<file path="src/rtl/vending_machine_upi_top.sv">
// Vending-machine controller with an integrated UPI payment model.
// Quotes a price in IDLE, runs a timed payment, drives the spring motor and pulses dispense.
module vending_machine_upi_top #(
  parameter int PAY_LATENCY  = 8,
  parameter int PAY_TIMEOUT  = 64,
  parameter int MOTOR_CYCLES = 4
) (
  input  logic       clk,
  input  logic       rst,
  input  logic [2:0] tray_sel,
  input  logic [2:0] product_sel,
  input  logic       upi_pay_req,
  output logic       spring_motor_en,
  output logic       dispense,
  output logic [7:0] amount,
  output logic       error,
  output logic       upi_pay_done,
  output logic       upi_busy,
  output logic       upi_success
);

  typedef enum logic [1:0] {
    IDLE     = 2'd0,
    WAIT_PAY = 2'd1,
    VEND     = 2'd2,
    DONE     = 2'd3
  } state_t;

  localparam logic [7:0] LAT_LAST   = 8'(PAY_LATENCY - 1);
  localparam logic [7:0] TO_LAST    = 8'(PAY_TIMEOUT - 1);
  localparam logic [7:0] MOTOR_LAST = 8'(MOTOR_CYCLES - 1);

  state_t     r_state;
  state_t     w_next_state;
  logic [7:0] r_wait_cnt;
  logic [7:0] r_motor_cnt;
  logic [7:0] r_pay_cnt;
  logic [7:0] r_amount;
  logic       r_error;
  logic       r_pay_done;
  logic       r_busy;
  logic       r_success;

  logic       w_valid;
  logic [7:0] w_price;
  logic       w_start;
  logic       w_timeout;

  assign w_valid   = (tray_sel <= 3'd4) && (product_sel <= 3'd4);
  assign w_price   = 8'd10 * ({5'd0, tray_sel} + 8'd1) + 8'd5 * {5'd0, product_sel};
  assign w_start   = (r_state == IDLE) && upi_pay_req && w_valid;
  // A completion pulse already on the wire wins over a timeout landing on the same cycle.
  assign w_timeout = (r_state == WAIT_PAY) && (r_wait_cnt == TO_LAST) && !r_pay_done;

  // NOTE: sequential state uses non-blocking assignments so every register samples pre-edge values.
  always_ff @(posedge clk) begin
    if (rst) begin
      r_state <= IDLE;
    end else begin
      r_state <= w_next_state;
    end
  end

  // NOTE: default assignment first so no path through the case infers a latch.
  always_comb begin
    w_next_state = r_state;
    case (r_state)
      IDLE:     if (w_start) w_next_state = WAIT_PAY;
      WAIT_PAY: begin
        if (r_pay_done)     w_next_state = VEND;
        else if (w_timeout) w_next_state = IDLE;
      end
      VEND:     if (r_motor_cnt == MOTOR_LAST) w_next_state = DONE;
      DONE:     w_next_state = IDLE;
      default:  w_next_state = IDLE;
    endcase
  end

  always_comb begin
    spring_motor_en = 1'b0;
    dispense        = 1'b0;
    case (r_state)
      VEND:    spring_motor_en = 1'b1;
      DONE:    dispense        = 1'b1;
      default: ;
    endcase
  end

  // Per-state cycle counters; each reads k-1 at the k-th edge spent in its state.
  always_ff @(posedge clk) begin
    if (rst) begin
      r_wait_cnt  <= 8'd0;
      r_motor_cnt <= 8'd0;
    end else begin
      r_wait_cnt  <= (r_state == WAIT_PAY) ? r_wait_cnt + 8'd1 : 8'd0;
      r_motor_cnt <= (r_state == VEND)     ? r_motor_cnt + 8'd1 : 8'd0;
    end
  end

  always_ff @(posedge clk) begin
    if (rst) begin
      r_amount <= 8'd0;
      r_error  <= 1'b0;
    end else if (r_state == IDLE) begin
      r_amount <= w_valid ? w_price : 8'd0;
      r_error  <= !w_valid;
    end else begin
      r_error  <= w_timeout;
    end
  end

  // Payment model: counts PAY_LATENCY cycles from start, aborted by the FSM on timeout.
  always_ff @(posedge clk) begin
    if (rst) begin
      r_pay_cnt  <= 8'd0;
      r_pay_done <= 1'b0;
      r_busy     <= 1'b0;
      r_success  <= 1'b0;
    end else if (w_start) begin
      r_pay_cnt  <= 8'd0;
      r_pay_done <= 1'b0;
      r_busy     <= 1'b1;
      r_success  <= 1'b0;
    end else if (w_timeout) begin
      r_pay_cnt  <= 8'd0;
      r_pay_done <= 1'b0;
      r_busy     <= 1'b0;
    end else if (r_busy) begin
      if (r_pay_cnt == LAT_LAST) begin
        r_pay_cnt  <= 8'd0;
        r_pay_done <= 1'b1;
        r_busy     <= 1'b0;
        r_success  <= 1'b1;
      end else begin
        r_pay_cnt  <= r_pay_cnt + 8'd1;
        r_pay_done <= 1'b0;
      end
    end else begin
      r_pay_done <= 1'b0;
    end
  end

  assign amount       = r_amount;
  assign error        = r_error;
  assign upi_pay_done = r_pay_done;
  assign upi_busy     = r_busy;
  assign upi_success  = r_success;

endmodule

</file>
<file path="config.mk">
export PLATFORM = sky130hd
export DESIGN_NAME = vending_machine_upi_top
export DESIGN_NICKNAME = d
export VERILOG_FILES = /design/src/rtl/vending_machine_upi_top.sv
export SDC_FILE = /design/constraint.sdc
export NUM_CORES = 1
export LEC_CHECK = 0
export CORE_MARGIN = 1
export CORE_UTILIZATION = 47
export CTS_BUF_LIST = sky130_fd_sc_hd__clkbuf_4 sky130_fd_sc_hd__clkbuf_8
export DETAILED_ROUTE_END_ITERATION = 10
export DONT_BUFFER_PORTS = 1
export SETUP_SLACK_MARGIN = 0.3
export SLEW_MARGIN = 40
export SYNTH_ARGS = -nofsm -noshare
export SYNTH_HDL_FRONTEND = slang
export SYNTH_SLANG_ARGS = --single-unit
</file>
<file path="constraint.sdc">
create_clock -name clk -period 3.4 [get_ports clk]
set_input_delay 0.68 -clock clk [delete_from_list [all_inputs] [get_ports clk]]
set_output_delay 0.68 -clock clk [all_outputs]
set_load 0.005 [all_outputs]
</file>
# --- Yosys cells after proc, flatten, opt, wreduce, memory -nomap -nowiden ---
# Cells that the tools add are included.
# W data, S select, Z words.
classes:
  reduce_logical: 15
  n_addsub: 5
  muxes: 15
  order_cmp: 2
  n_bitwise: 4
  n_mul: 2
  n_eq_ne: 9
op_table:
  columns: ["operator", "count"]
  rows:
  - ["$add A8 B1 Y8 const B", 3]
  - ["$mux W8", 2]
  - ["$add A8 B6 Y8", 1]
  - ["$eq A8 B2 Y1 const B", 1]
  - ["$eq A8 B3 Y1 const B", 1]
  - ["$eq A8 B6 Y1 const B", 1]
  - ["$mux W1", 8]
  - ["$mux W2", 4]
  - ["$pmux W2 S4", 1]
  - ["$mul A3 B4 Y7 const A", 1]
  - ["$le A3 B3 Y1 const B", 2]
  - ["$mul A3 B3 Y6 const A", 1]
  - ["$reduce_and A3 Y1", 2]
  - ["$reduce_or A2 Y1", 3]
  - ["$logic_and A1 B1 Y1", 5]
  - ["$add A3 B1 Y4 const B", 1]
  - ["$eq A2 B2 Y1 const B", 2]
  - ["$ne A2 B2 Y1 const B", 2]
  - ["$not A1 Y1", 4]
  - ["$reduce_or A4 Y1", 1]
  - ["$ne A3 B3 Y1 const B", 1]
  - ["$reduce_or A3 Y1", 1]
  - ["$eq A2 B1 Y1 const B", 1]
  - ["$logic_not A1 Y1", 2]
  - ["$logic_not A2 Y1", 1]
totals:
  elab_cells: 61
  out_inout_bits: 14
  in_bits: 9
  reg_bits: 38

# --- Logic depth before layout (Yosys ltp) ---
depth:
  depth_word: 6
  depth_mapped: 11

# --- Worst setup path after synthesis ---
# No wires, ideal clock.
synth_timing:
  kind: "input to register"
  start: "input port tray_sel[0]"
  end: "register r_amount[5] (netlist: amount[5])"
  arrival_time_ns: 3.062
  cell_stages: 10
  path_slack_ns: 0.268
  path_buffers: 0
  cell_sequence: "ha_1 > xor2_1 > xnor2_1 > fa_1 > inv_1 > ha_1 > a211oi_1 > nor2_1 > or4_1 > a21oi_1"
synth_via:
  elab_chain_cells: 4
  word_cells_on_any_way: 6
synth_lines:
  columns: ["element", "line", "rtl"]
  rows:
  - ["from (decl)", "10", "input logic [2:0] tray_sel,"]
  - ["$add A3 B1 Y4", "50", "assign w_price = 8'd10 * ({5'd0, tray_sel} + 8'd1) + 8'd5 * {5'd0, product_sel};"]
  - ["$mul A3 B4 Y7", "50", null]
  - ["$add A8 B6 Y8", "50", null]
  - ["$mux W8 (*)", "105", "r_amount <= w_valid ? w_price : 8'd0;"]
  - ["to (signal assigned)", "105", null]
  - ["to (decl)", "38", "logic [7:0] r_amount;"]
# Every way passes the cells marked *; elsewhere a longest branch is shown, timed or not.
# A chain may end at the register's enable or synchronous reset.

# --- Worst setup path after layout ---
# Ends and elaborated chain as after synthesis.

==> impl_results.md <==
- Nets: around 250
- First-pass GRT wire length: roughly 6000 um
- Main synth FF type: dfxtp_1
- Post-DP HPWL: ~2800 um
- Top cell type's share of synthesized area: 0.384
- Worst-path cell chain: inv_1 > ha_1 > ha_1 > ha_1 > fa_1 > ha_1 > o21ai_0 > nor2_1 > or4_1 > a21oi_1
- Seq/Total Area, Yosys: 0.384
- DR WL/cell: about 13 um
- Final setup fails: 0
- Post-synth EDFFs: 0
- Worst vdd ir: between 0.2 and 0.25 mV
- Vias/cell: about 5.3
- Post-Syn Area: ~0.002 mm2
- Worst-Skew Late Latency: around 280 ps
- Final core utilization: 0.536
- Worst setup SP type: primary input
- Core Rows: 23
- CTS tree: built
- Final ANT Viol Nets: 0
- Crit path capture type: flop
- Final WL: ~3500 um
- Leak Pwr: roughly 0.83 nW
- Synth Instances: 221
- Slew margin rel.: 0.764
- RSZ-0062 raised after global routing: false
- Top Ports: 23
- Slew @ Worst Pin: roughly 350 ps
- Min Tclk post-route: just under 3000 ps
- Arr. time, crit path: 3130 ps
- Clk slew on worst S/H paths: ~70 ps
- Worst Clk Skew: 7.15 ps
- Via count of the first global-routing pass: between 1000 and 1500
- TritonRoute pass-1 iters: 4
- # DRC: 0
- R2r setup slk: 1820 ps
- Yosys warns: 0
- P per Cell Area: between 400 and 500 mW/mm2
- TritonCTS Sinks: 38
- Ant. Diodes: 0
- Global-route usage over all layers: 0.179
- Max Cap Violations: 0
- Area contributors post-synth: dfxtp_1 38%, ha_1 10%, nor2_1 6.1%
- CTS H-Tree Depth: 2
- Core area: 0.00403 mm2
- Largest net degree at the start of global routing: 17
- GRT overflow: 0
- Cell family with most CP delay: adder cells
- CP bufs+invs: 1
- Iter 0 DRT Violations: between 40 and 50
- Most Crowded Layer GR: met2
- Max Fclk: roughly 0.34 GHz
- GPL Wtd Cong: about 0.77
- Mapped Avg Cell Area: around 9 um2
- Root Buffer: clkbuf_8
- Post-Syn Nets: ~250
- Total die area: about 0.0045 mm2
- Most frequent CP cell: ha_1
- Period utilization: 0.858
- Vias: 1445
- Die Span X: ~67 um
- Fraction of layout cells with a size suffix above 1: 0.0982
- CTS Buffer Depth: 2
- CTS Buf Count: 5
- Setup Buffers After CTS: 0
- I/O Buffers: 0
- #FFs+latches synth: 38
- Asr flop ratio synth: 0
- Met1 global-route usage: 0.207
- Post-Layout Cell Count: 274
- Number of gates resized after cts: 0
- Worst EP required: ~3600 ps
- Max-slew violations: 0
- Worst path slowest cell: or4_1
- Met2 usage: 0.314
- Met3 Usage GRT: 0.0565
- Initial antenna violation count: 0
- CP max stage delay: around 500 ps
- Post-synth cell types: 40
- Hold crit path type: primary input to flop
- Area Overhead vs Synth: 8.97%
- CTS Hold Buffers Added: 0
- Setup TNS: 0 ps
- Status: finished clean
- Die Y-Extent: 66.9 um
- CP max FO: 4
- Starting Density: 0.492
- Synth area leader: dfxtp_1
- DP Cell Count: approximately 270
- Final hold viol count: 0
- Crit path kind: primary input to flop
## flip-flops by register name, indices dropped and copies added (netlist names), named ones only
register / flops
r_wait_cnt: 8
upi_success: 1
r_pay_cnt: 8
upi_busy: 1
upi_pay_done: 1
r_state: 1
amount: 8
r_motor_cnt: 8
error: 1
## final cells by class
cell class / instances / area, um2
inverter: 13 / 48.8
sequential: 38 / 761
clock buffer: 7 / 83.8
clock inverter: 1 / 30.0
fill: 382 / 1870
multi-input combinational: 165 / 1170
tap: 50 / 62.6
## where the power goes
part | switching (mW) | leakage [nW] | internal (mW)
combinational | 0.0813 | 0.468 | 0.0748
sequential | 0.0109 | 0.308 | 0.458
clock | 0.145 | 0.0593 | 0.235
total | 0.237 | 0.834 | 0.768
## worst register-to-register path, delay by kind of cell (launching register included)
| kind | cells | cell delay, ps |
|---|---|---|
| compound gates | 1 | 300 |
| fa+ha+maj | 1 | 220 |
| flops | 1 | 370 |
| simple gates | 4 | 590 |
## through the flow
step                      hold WS (ps)  setup slack [ps]  area (um2)  power, mW
final                              463               481        2160       1.01
after CTS                          450               482        2160       1.02
after global placement             447               241        2040      0.631
after floorplan                    430               306        2000      0.605
after detailed placement           456               185        2040      0.637
after global routing               448               333        2160       1.06
## Yosys cell counts (all sizes together) (2+ instances only)
library cell	n
a21oi	12
xor2	12
xnor2	11
dfxtp	38
nor2b	2
nand3b	2
a21o	2
nand3	13
nor3	3
fa	3
nor2	36
and2b	2
a211oi	3
and3	6
and2	2
o21ai	4
nand4	3
a32oi	2
nand2b	4
ha	16
a22oi	2
clkbuf	5
inv	13
nand2	14
or2	2
## cells by family after synthesis
group	Yosys count	share of synthesized area
AND/OR/NAND/NOR	93	0.248
AO/OA/AOI/OAI	29	0.0954
multiplexers	1	0.00505
buffers and inverters	18	0.0341
adder cells (fa/ha/maj)	19	0.131
XOR/XNOR	23	0.102
flip-flops	38	0.384
## layer usage
layer	wire, um	vias up
li1	-	754
met1	1610	669
met2	1680	18
met3	174	4
met4	28	0
met5	0	-
## cells in the final DEF, fill, tap and decap left out, drive strengths merged
master	instances
a211oi	3
a21o	2
a21oi	12
a221o	1
a22oi	2
a32oi	2
a41oi	1
and2	2
and2b	2
and3	6
bufinv	1
clkbuf	7
dfxtp	38
fa	3
ha	16
inv	13
mux2i	1
nand2	14
nand2b	4
nand3	13
nand3b	2
nand4	3
nor2	36
nor2b	2
nor3	3
nor4	1
nor4b	1
o21ai	4
o32a	1
o41ai	1
or2	2
or3	1
or4	1
xnor2	11
xor2	12
## final timing paths
path                                          startpoint                   endpoint  cells past startpoint
worst max-delay path                         tray_sel[0]     amount[5]$_SDFFE_PP0P_                     10
worst min-delay path                                 rst     amount[7]$_SDFFE_PP0P_                      1
worst max register to register  r_wait_cnt[0]$_SDFF_PP0_  r_pay_cnt[7]$_SDFFE_PP0P_                      6
worst min register to register    amount[2]$_SDFFE_PP0P_     amount[2]$_SDFFE_PP0P_                      2
(Power assumes the default switching activity.)
